### src/rtl/uart_reg_bridge.sv
// uart_reg_bridge: decodes buart byte commands into 8-bit register bus accesses.
//   byte0 = {rw, addr[6:0]}; rw=1 write (byte1 = data, no reply), rw=0 read
//   (one reply byte = register data, or 8'hEE on read timeout).
// Optional feature macro: UART_BRIDGE_TIMEOUT_EN enables an inter-byte timeout
//   in GET_DATA (TIMEOUT_CYCLES); without it GET_DATA waits forever.
// Ports:
//   clk, reset (async, active-high)
//   rx_valid/rx_data in, uart_rd out       : buart receive side, pop strobe
//   tx_busy in, uart_wr/tx_data out        : buart transmit side
//   reg_addr/reg_wr_data/reg_write/reg_read out, reg_rd_data/reg_rd_valid in
//   err out                                : sticky timeout flag
module uart_reg_bridge #(
    parameter int unsigned TIMEOUT_CYCLES = 960_000,
    parameter int unsigned RD_WAIT_MAX    = 255
) (
    input  logic       clk,
    input  logic       reset,
    input  logic       rx_valid,
    input  logic [7:0] rx_data,
    output logic       uart_rd,
    input  logic       tx_busy,
    output logic       uart_wr,
    output logic [7:0] tx_data,
    output logic [6:0] reg_addr,
    output logic [7:0] reg_wr_data,
    output logic       reg_write,
    output logic       reg_read,
    input  logic [7:0] reg_rd_data,
    input  logic       reg_rd_valid,
    output logic       err
);

    localparam int unsigned RD_CNT_W   = $clog2(RD_WAIT_MAX + 1);
    localparam int unsigned IDLE_CNT_W = 20;

    // Parameter sanity checks at elaboration.
    if (RD_WAIT_MAX < 1) begin : g_bad_rd_wait
        $error("RD_WAIT_MAX must be at least 1");
    end
    if (TIMEOUT_CYCLES < 1 || TIMEOUT_CYCLES > (1 << IDLE_CNT_W)) begin : g_bad_timeout
        $error("TIMEOUT_CYCLES must be in 1..2**20");
    end

    typedef enum logic [2:0] {
        IDLE,
        GET_DATA,
        DO_WRITE,
        DO_READ,
        WAIT_RD,
        SEND,
        SEND_GAP
    } state_e;

    state_e              state_q, state_d;
    logic [6:0]          addr_q, addr_d;
    logic [7:0]          wr_data_q, wr_data_d;
    logic [7:0]          tx_data_q, tx_data_d;
    logic                uart_rd_q, uart_rd_d;
    logic                rd_hold_q, rd_hold_d;
    logic                uart_wr_q, uart_wr_d;
    logic                reg_write_q, reg_write_d;
    logic                reg_read_q, reg_read_d;
    logic                err_q, err_d;
    logic [RD_CNT_W-1:0] rd_cnt_q, rd_cnt_d;
`ifdef UART_BRIDGE_TIMEOUT_EN
    logic [IDLE_CNT_W-1:0] idle_cnt_q, idle_cnt_d;
`endif

    // rx_valid is blind during the pop strobe and the cycle after it, so a
    // byte is never popped twice while buart deasserts valid.
    logic rx_take;
    assign rx_take = rx_valid && !uart_rd_q && !rd_hold_q;

    // Next-state and registered-output logic.
    always_comb begin
        state_d     = state_q;
        addr_d      = addr_q;
        wr_data_d   = wr_data_q;
        tx_data_d   = tx_data_q;
        uart_rd_d   = 1'b0;
        rd_hold_d   = uart_rd_q;
        uart_wr_d   = 1'b0;
        reg_write_d = 1'b0;
        reg_read_d  = 1'b0;
        err_d       = err_q;
        rd_cnt_d    = rd_cnt_q;
`ifdef UART_BRIDGE_TIMEOUT_EN
        idle_cnt_d  = idle_cnt_q;
`endif
        case (state_q)
            IDLE: begin
                if (rx_take) begin
                    addr_d    = rx_data[6:0];
                    uart_rd_d = 1'b1;
                    state_d   = rx_data[7] ? GET_DATA : DO_READ;
`ifdef UART_BRIDGE_TIMEOUT_EN
                    idle_cnt_d = '0;
`endif
                end
            end
            GET_DATA: begin
                if (rx_take) begin
                    wr_data_d = rx_data;
                    uart_rd_d = 1'b1;
                    state_d   = DO_WRITE;
`ifdef UART_BRIDGE_TIMEOUT_EN
                    idle_cnt_d = '0;
                end else if (idle_cnt_q == IDLE_CNT_W'(TIMEOUT_CYCLES - 1)) begin
                    // Abandon the half-received write; no reg_write is issued.
                    err_d   = 1'b1;
                    state_d = IDLE;
                end else begin
                    idle_cnt_d = idle_cnt_q + IDLE_CNT_W'(1);
`endif
                end
            end
            DO_WRITE: begin
                reg_write_d = 1'b1;
                state_d     = IDLE;
            end
            DO_READ: begin
                reg_read_d = 1'b1;
                rd_cnt_d   = '0;
                state_d    = WAIT_RD;
            end
            WAIT_RD: begin
                if (reg_rd_valid) begin
                    tx_data_d = reg_rd_data;
                    state_d   = SEND;
                end else if (rd_cnt_q == RD_CNT_W'(RD_WAIT_MAX - 1)) begin
                    tx_data_d = 8'hEE;
                    err_d     = 1'b1;
                    state_d   = SEND;
                end else if (rd_cnt_q != RD_CNT_W'(RD_WAIT_MAX)) begin
                    rd_cnt_d = rd_cnt_q + RD_CNT_W'(1);
                end
            end
            SEND: begin
                if (!tx_busy) begin
                    uart_wr_d = 1'b1;
                    state_d   = SEND_GAP;
                end
            end
            SEND_GAP: begin
                // buart raises busy one cycle after uart_wr; skip sampling it here.
                state_d = IDLE;
            end
            default: begin
                state_d = IDLE;
            end
        endcase
    end

    // State and output registers.
    always_ff @(posedge clk or posedge reset) begin
        if (reset) begin
            state_q     <= IDLE;
            addr_q      <= '0;
            wr_data_q   <= '0;
            tx_data_q   <= '0;
            uart_rd_q   <= 1'b0;
            rd_hold_q   <= 1'b0;
            uart_wr_q   <= 1'b0;
            reg_write_q <= 1'b0;
            reg_read_q  <= 1'b0;
            err_q       <= 1'b0;
            rd_cnt_q    <= '0;
`ifdef UART_BRIDGE_TIMEOUT_EN
            idle_cnt_q  <= '0;
`endif
        end else begin
            state_q     <= state_d;
            addr_q      <= addr_d;
            wr_data_q   <= wr_data_d;
            tx_data_q   <= tx_data_d;
            uart_rd_q   <= uart_rd_d;
            rd_hold_q   <= rd_hold_d;
            uart_wr_q   <= uart_wr_d;
            reg_write_q <= reg_write_d;
            reg_read_q  <= reg_read_d;
            err_q       <= err_d;
            rd_cnt_q    <= rd_cnt_d;
`ifdef UART_BRIDGE_TIMEOUT_EN
            idle_cnt_q  <= idle_cnt_d;
`endif
        end
    end

    assign uart_rd     = uart_rd_q;
    assign uart_wr     = uart_wr_q;
    assign tx_data     = tx_data_q;
    assign reg_addr    = addr_q;
    assign reg_wr_data = wr_data_q;
    assign reg_write   = reg_write_q;
    assign reg_read    = reg_read_q;
    assign err         = err_q;

endmodule
### config.mk
export PLATFORM = sky130hd
export DESIGN_NAME = uart_reg_bridge
export DESIGN_NICKNAME = d
export VERILOG_FILES = /design/src/rtl/uart_reg_bridge.sv
export SDC_FILE = /design/constraint.sdc
export NUM_CORES = 1
export LEC_CHECK = 0
export BUFFER_PORTS_ARGS = -buffer_cell sky130_fd_sc_hd__clkbuf_2
export CORE_ASPECT_RATIO = 1.75
export CORE_MARGIN = 5
export CORE_UTILIZATION = 25
export DETAILED_ROUTE_END_ITERATION = 10
export PLACE_DENSITY = 0.48
export SETUP_SLACK_MARGIN = 0.1
export SLEW_MARGIN = 10
export SYNTH_ARGS = -nofsm -noshare
export SYNTH_HDL_FRONTEND = slang
export SYNTH_SLANG_ARGS = --single-unit
export TNS_END_PERCENT = 30
### constraint.sdc
create_clock -name clk -period 3.6 [get_ports clk]
set_input_delay 0.54 -clock clk [delete_from_list [all_inputs] [get_ports clk]]
set_output_delay 0.54 -clock clk [all_outputs]
set_load 0.05 [all_outputs]
==> flow_metrics.env, run 1 <==
export IMPL_cts_clk_slew_worst_paths_ns=0.06
export IMPL_viasPerCell=4.66
export IMPL_crit_end="reg_addr[3]$_DFFE_PP0P_"
export IMPL_place_congestion=0.749
export IMPL_htreeDepth=2
export IMPL_dieHeight_um=122
export IMPL_grt_max_degree=41
export IMPL_cp_common_cell="nor3b_1"
export IMPL_outcome="complete, no violations"
export IMPL_wire_per_inst_um=14.5
export IMPL_p_leak_nw=1.08
export IMPL_async_flop_share=1.00
export IMPL_tritoncts="yes"
export IMPL_dp_hpwl_um=3190
export IMPL_antenna_found_initial=0
export IMPL_cts_made_buffers=5
export IMPL_num_io_pins=49
export IMPL_final_common_cell="clkbuf_2"
export IMPL_crit_start="uart_rd$_DFF_PP0_"
export IMPL_max_clock_freq_ghz=0.476
export IMPL_drive_above_1_share=0.389
export IMPL_reg2reg_depth=4
export IMPL_most_common_layout_cells="clkbuf_2 (48), dfrtp_1 (40), mux2_2 (16)"
export IMPL_synth_area_mm2=0.00179
export IMPL_antennaDiodeCount=0
export IMPL_drt_first_pass_iters=4
export IMPL_p_total_w=0.00226
export IMPL_grt_pass1_wl_um=6690
export IMPL_route_vias_total=1323
export IMPL_skew_ns=0.00439
export IMPL_worst_hold_slack_ns=0.348
export IMPL_intPower_w=0.00121
export IMPL_worstReg2RegStart="uart_rd$_DFF_PP0_"
export IMPL_relSlewSlack=0.562
export IMPL_worst_r2r_endpoint="reg_addr[3]$_DFFE_PP0P_"
export IMPL_path_class="reg2reg"
export IMPL_pwr_density_cell_mw_per_mm2=999
export IMPL_cts_resized=0
export IMPL_post_route_min_period_ns=2.10
export IMPL_synthFlopType="dfrtp_1"
export IMPL_grt_setup_unrepaired="false"
export IMPL_post_cts_buffers=0
export IMPL_end_kind="flop"
export IMPL_avgSynthCellArea_um2=12.3
export IMPL_switching_power_w=0.00104
export IMPL_ys_types=41
export IMPL_fin_util=0.319
export IMPL_combPwrFrac=0.470
export IMPL_start_util=0.253
export IMPL_synth_edff_count=0
export IMPL_track_usage=0.0992
export IMPL_grt_remaining_overflow=0
export IMPL_pre_cts_slack_ns=1.24
export IMPL_first_iter_violations=51
export IMPL_tns_ns=0
export IMPL_tightest_slew_ns=0.656
export IMPL_start_kind="flop"
export IMPL_fin_nets=220
export IMPL_timing_final_ws_setup_ns=1.50
export IMPL_slowest_stage="nor2b_1"
export IMPL_ys_seq_area_frac=0.559
export IMPL_drc_errors=0
export IMPL_crit_fanout=7
export IMPL_p_seq_frac=0.334
export IMPL_design_core_area_mm2=0.00708
export IMPL_clk_latency_ns=0.28
export IMPL_syn_nets=169
export IMPL_cts_hold_buf=0
export IMPL_cap_violations=0
export IMPL_switching_share=0.462
export IMPL_arrival_ns=2.27
export IMPL_fin_crit_sh=0.584
export IMPL_crit_required_ns=3.76
export IMPL_area_growth_synth_to_final_pct=26.2
export IMPL_antenna_left=0
export IMPL_setup_viol=0
export IMPL_cp_slowest_stage_delay_ns=0.60
export IMPL_rows=41
export IMPL_hp_class="in2async"
export IMPL_grt_pass1_vias=1363
export IMPL_die_w_um=74.0
export IMPL_yosys_warnings=0
export IMPL_hold_viol=0
export IMPL_clockPowerShare=0.196
export IMPL_die_area_mm2=0.00903
export IMPL_vdd_drop_max_uv=374
export IMPL_postSynthCellCount=146
export IMPL_clock_sinks=40
export IMPL_cts_root_buffer="clkbuf_16"
export IMPL_portBuffers=48
export IMPL_synth_seq_cells=40
export IMPL_worstPathCellList="nor3b_1 -> nor3b_1 -> nor2b_1 -> mux2_2"
export IMPL_r2r_setup_slack_ns=1.50
export IMPL_routed_wl_um=4110
export IMPL_finalMaxSlewViolations=0
export IMPL_clk_path_buf_depth=2
[sequential cells by signal (all words and copies together), names as in the netlist]
| register | cells |
|---|---|
| err | 1 |
| reg_read | 1 |
| reg_addr | 7 |
| rd_cnt_q | 8 |
| tx_data | 8 |
| reg_wr_data | 8 |
| uart_wr | 1 |
| uart_rd | 1 |
| rd_hold_q | 1 |
| reg_write | 1 |
| state_q | 3 |
[worst min-delay path by stage]
stage	depth (start not counted)	slack, ns	from	to
after floorplan	1	0.47	rd_cnt_q[7]$_DFFE_PP0P_	rd_cnt_q[7]$_DFFE_PP0P_
after global placement	0	0.38	uart_rd$_DFF_PP0_	rd_hold_q$_DFF_PP0_
after detailed placement	0	0.39	uart_rd$_DFF_PP0_	rd_hold_q$_DFF_PP0_
after CTS	3	0.37	reset	reg_read$_DFF_PP0_
after global routing	3	0.41	reset	reg_read$_DFF_PP0_
final	3	0.35	reset	reg_read$_DFF_PP0_
[cell families (layout without fill, tap and decap cells)]
| kind of cell | after synthesis | after routing | synth area share |
|---|---|---|---|
| simple gates | 43 | 43 | 0.153 |
| mux | 16 | 16 | 0.101 |
| compound gates | 34 | 34 | 0.139 |
| fa+ha+maj | 2 | 2 | 0.0140 |
| buf+inv | 11 | 63 | 0.0349 |
| flops | 40 | 40 | 0.559 |
[area by class of cell]
type,instances,area [um^2]
clock buffers,7,143
clock inverters,1,7.51
fillers,761,4820
inverters,5,18.8
multi-input cells,95,728
flip-flops and latches,40,1000
well taps,86,108
repair buffers,50,255
[per-stage QoR]
step	instances	cell area, um^2
2_1_floorplan	146	1790
3_3_place_gp	276	2110
3_5_place_dp	276	2110
4_1_cts	284	2260
5_1_grt	284	2260
6_report	284	2260
[critical path, delay by kind of cell, from the launching register on]
family / cells / cell delay [ns]
muxes: 1 / 0.41
and+or+nand+nor: 3 / 1.19
DFF: 1 / 0.39
[power by group through the flow]
stage	Sequential [W]	Clock, W	Combinational, W
detailed placement	0.000767	0	0.00108
global placement	0.000764	0	0.00107
finish	0.000755	0.000442	0.00106
global route	0.000784	0.000478	0.00113
floorplan	0.00122	0	0.000376
CTS	0.000759	0.000460	0.00108
[synthesized netlist by cell type (2+ instances only)]
master | n | area share
a21o_1 | 2 | 0.0084
a21oi_1 | 5 | 0.014
a31oi_1 | 4 | 0.014
a32o_1 | 2 | 0.011
buf_2 | 2 | 0.0056
buf_6 | 2 | 0.013
dfrtp_1 | 40 | 0.56
ha_1 | 2 | 0.014
inv_1 | 5 | 0.010
mux2_2 | 16 | 0.10
nand2_1 | 6 | 0.013
nand2b_1 | 2 | 0.0070
nand3_1 | 4 | 0.011
nand4_1 | 2 | 0.0070
nor2_1 | 10 | 0.021
nor2b_1 | 3 | 0.010
nor3_1 | 2 | 0.0056
nor3b_1 | 3 | 0.013
o211a_1 | 2 | 0.011
o21a_1 | 2 | 0.0084
o21ai_0 | 5 | 0.014
o22a_1 | 6 | 0.029
[per-layer routing]
metal	track usage	up-vias	wire length, um
li1	-	638	-
met1	0.107	645	1590
met2	0.170	33	2240
met3	0.0306	7	199
met4	0.0510	0	86
met5	0	-	0
(Power assumes the default switching activity.)
==> run 2: changes to the inputs <==
- clock period: 3.6 -> 2 ns (I/O delays scaled with it)
==> run 2 against run 1 <==
Effect of this change:
- combinational power increased by 87%
- utilization increased by 1.1 points
- sequential share of layout area decreased by 1.5 points
- worst setup slack got worse by 1.2 ns
- register-to-register slack got worse by 1.2 ns
- critical path depth unchanged
- first-iteration DRC count decreased by 16%
==> flow_metrics.env, run 2 (synthesis gave the netlist of run 1 again) <==
export IMPL_rows=41
export IMPL_fillers=751
export IMPL_tightest_slew_ns=0.511
export IMPL_tns_ns=0
export IMPL_drt_first_pass_iters=4
export IMPL_p_leak_nw=1.13
export IMPL_vdd_drop_max_uv=470
export IMPL_relSlewSlack=0.659
export IMPL_crit_start="state_q[1]$_DFFE_PP0P_"
export IMPL_clock_sinks=40
export IMPL_fin_util=0.330
export IMPL_die_w_um=74.0
export IMPL_routed_wl_um=4310
export IMPL_grt_pass1_wl_um=6800
export IMPL_fin_nets=226
export IMPL_antenna_found_initial=0
export IMPL_die_area_mm2=0.00903
export IMPL_post_route_min_period_ns=1.75
export IMPL_cap_violations=0
export IMPL_num_io_pins=49
export IMPL_grt_remaining_overflow=0
export IMPL_antenna_left=0
export IMPL_outcome="complete, no violations"
export IMPL_multi_input_area_um2=733
export IMPL_dp_hpwl_um=3240
export IMPL_finalMaxSlewViolations=0
export IMPL_start_util=0.253
export IMPL_path_class="reg2reg"
export IMPL_place_congestion=0.809
export IMPL_clk_latency_ns=0.28
export IMPL_tritoncts="yes"
export IMPL_r2r_setup_slack_ns=0.25
export IMPL_fin_crit_sh=0.873
export IMPL_drive_above_1_share=0.417
export IMPL_cts_hold_buf=0
export IMPL_timing_final_ws_setup_ns=0.255
export IMPL_htreeDepth=2
export IMPL_end_kind="flop"
export IMPL_worst_r2r_endpoint="rd_cnt_q[7]$_DFFE_PP0P_"
export IMPL_p_total_w=0.00428
export IMPL_setup_viol=0
export IMPL_start_kind="flop"
export IMPL_grt_max_degree=41
export IMPL_arrival_ns=1.95
export IMPL_hold_viol=0
export IMPL_design_area_mm2=0.00234
export IMPL_first_iter_violations=43
export IMPL_area_growth_synth_to_final_pct=30.5
export IMPL_skew_ns=0.00325
export IMPL_cts_made_buffers=5
export IMPL_cts_root_buffer="clkbuf_16"
export IMPL_seqCellArea_mm2=0.00100
export IMPL_reg2reg_depth=4
export IMPL_crit_required_ns=2.20
export IMPL_wire_per_inst_um=14.9
export IMPL_pwr_density_cell_mw_per_mm2=1830
export IMPL_worstReg2RegStart="state_q[1]$_DFFE_PP0P_"
export IMPL_portBuffers=48
export IMPL_track_usage=0.102
export IMPL_design_core_area_mm2=0.00708
export IMPL_hp_class="in2async"
export IMPL_clk_path_buf_depth=2
export IMPL_crit_fanout=9
export IMPL_drc_errors=0
export IMPL_dieHeight_um=122
export IMPL_placed_area_mm2=0.00216
export IMPL_max_clock_freq_ghz=0.573
export IMPL_grt_setup_unrepaired="false"
export IMPL_viasPerCell=4.57
export IMPL_cts_clk_slew_worst_paths_ns=0.06
export IMPL_route_vias_total=1325
export IMPL_pre_cts_slack_ns=0.180
export IMPL_antennaDiodeCount=0
export IMPL_most_common_layout_cells="clkbuf_2 (48), dfrtp_1 (40), mux2_2 (16)"
export IMPL_final_common_cell="clkbuf_2"
export IMPL_grt_pass1_vias=1389
-- run 2: where the power goes --
group | total (W) | switching, W | internal (W)
Combinational | 0.00198 | 0.00138 | 0.000604
Sequential | 0.00134 | 0.000218 | 0.00113
Clock | 0.000952 | 0.000327 | 0.000625
Total | 0.00428 | 0.00192 | 0.00235
-- run 2: worst max-delay path, stage by stage, from the launching register on --
cell and delay (ns):
dfrtp_1 0.47, or3b_1 0.59, nor4_4 0.33, o21ai_0 0.10, a31oi_1 0.16
-- run 2: worst max path at each step --
stage / end / slack (ns) / cells after the start
after CTS: reg_addr[1]$_DFFE_PP0P_ / 0.15 / 5
final: rd_cnt_q[7]$_DFFE_PP0P_ / 0.25 / 4
after floorplan: reg_addr[0]$_DFFE_PP0P_ / 0.11 / 5
after detailed placement: reg_addr[1]$_DFFE_PP0P_ / 0.18 / 5
after global routing: reg_addr[3]$_DFFE_PP0P_ / 0.16 / 5
after global placement: reg_addr[3]$_DFFE_PP0P_ / 0.25 / 5
-- run 2: final cells by class --
cell class | count | share of cell area
Tap cell | 86 | 0.0460
Multi-Input combinational cell | 95 | 0.314
Sequential cell | 40 | 0.428
Inverter | 5 | 0.00803
Timing Repair Buffer | 56 | 0.128
Clock inverter | 2 | 0.0166
Clock buffer | 6 | 0.0594
-- run 2: layer usage --
metal | vias up | routed length, um | share of wire | global-route usage
met5 | - | 0 | 0 | 0
met4 | 0 | 167 | 0.039 | 0.0703
met3 | 9 | 190 | 0.044 | 0.0273
met2 | 30 | 2270 | 0.53 | 0.174
met1 | 639 | 1680 | 0.39 | 0.105
li1 | 647 | - | - | -
-- run 2: stage by stage --
stage / std cells / hold slack, ns
finish: 290 / 0.103
global route: 290 / 0.182
CTS: 290 / 0.131
detailed placement: 282 / 0.397
global placement: 282 / 0.377
floorplan: 146 / 0.366
-- run 2: timing repair --
action	4_1_cts	5_1_grt
setup endpoints to repair	0	7
resized for setup	0	1
buffers inserted	0	0
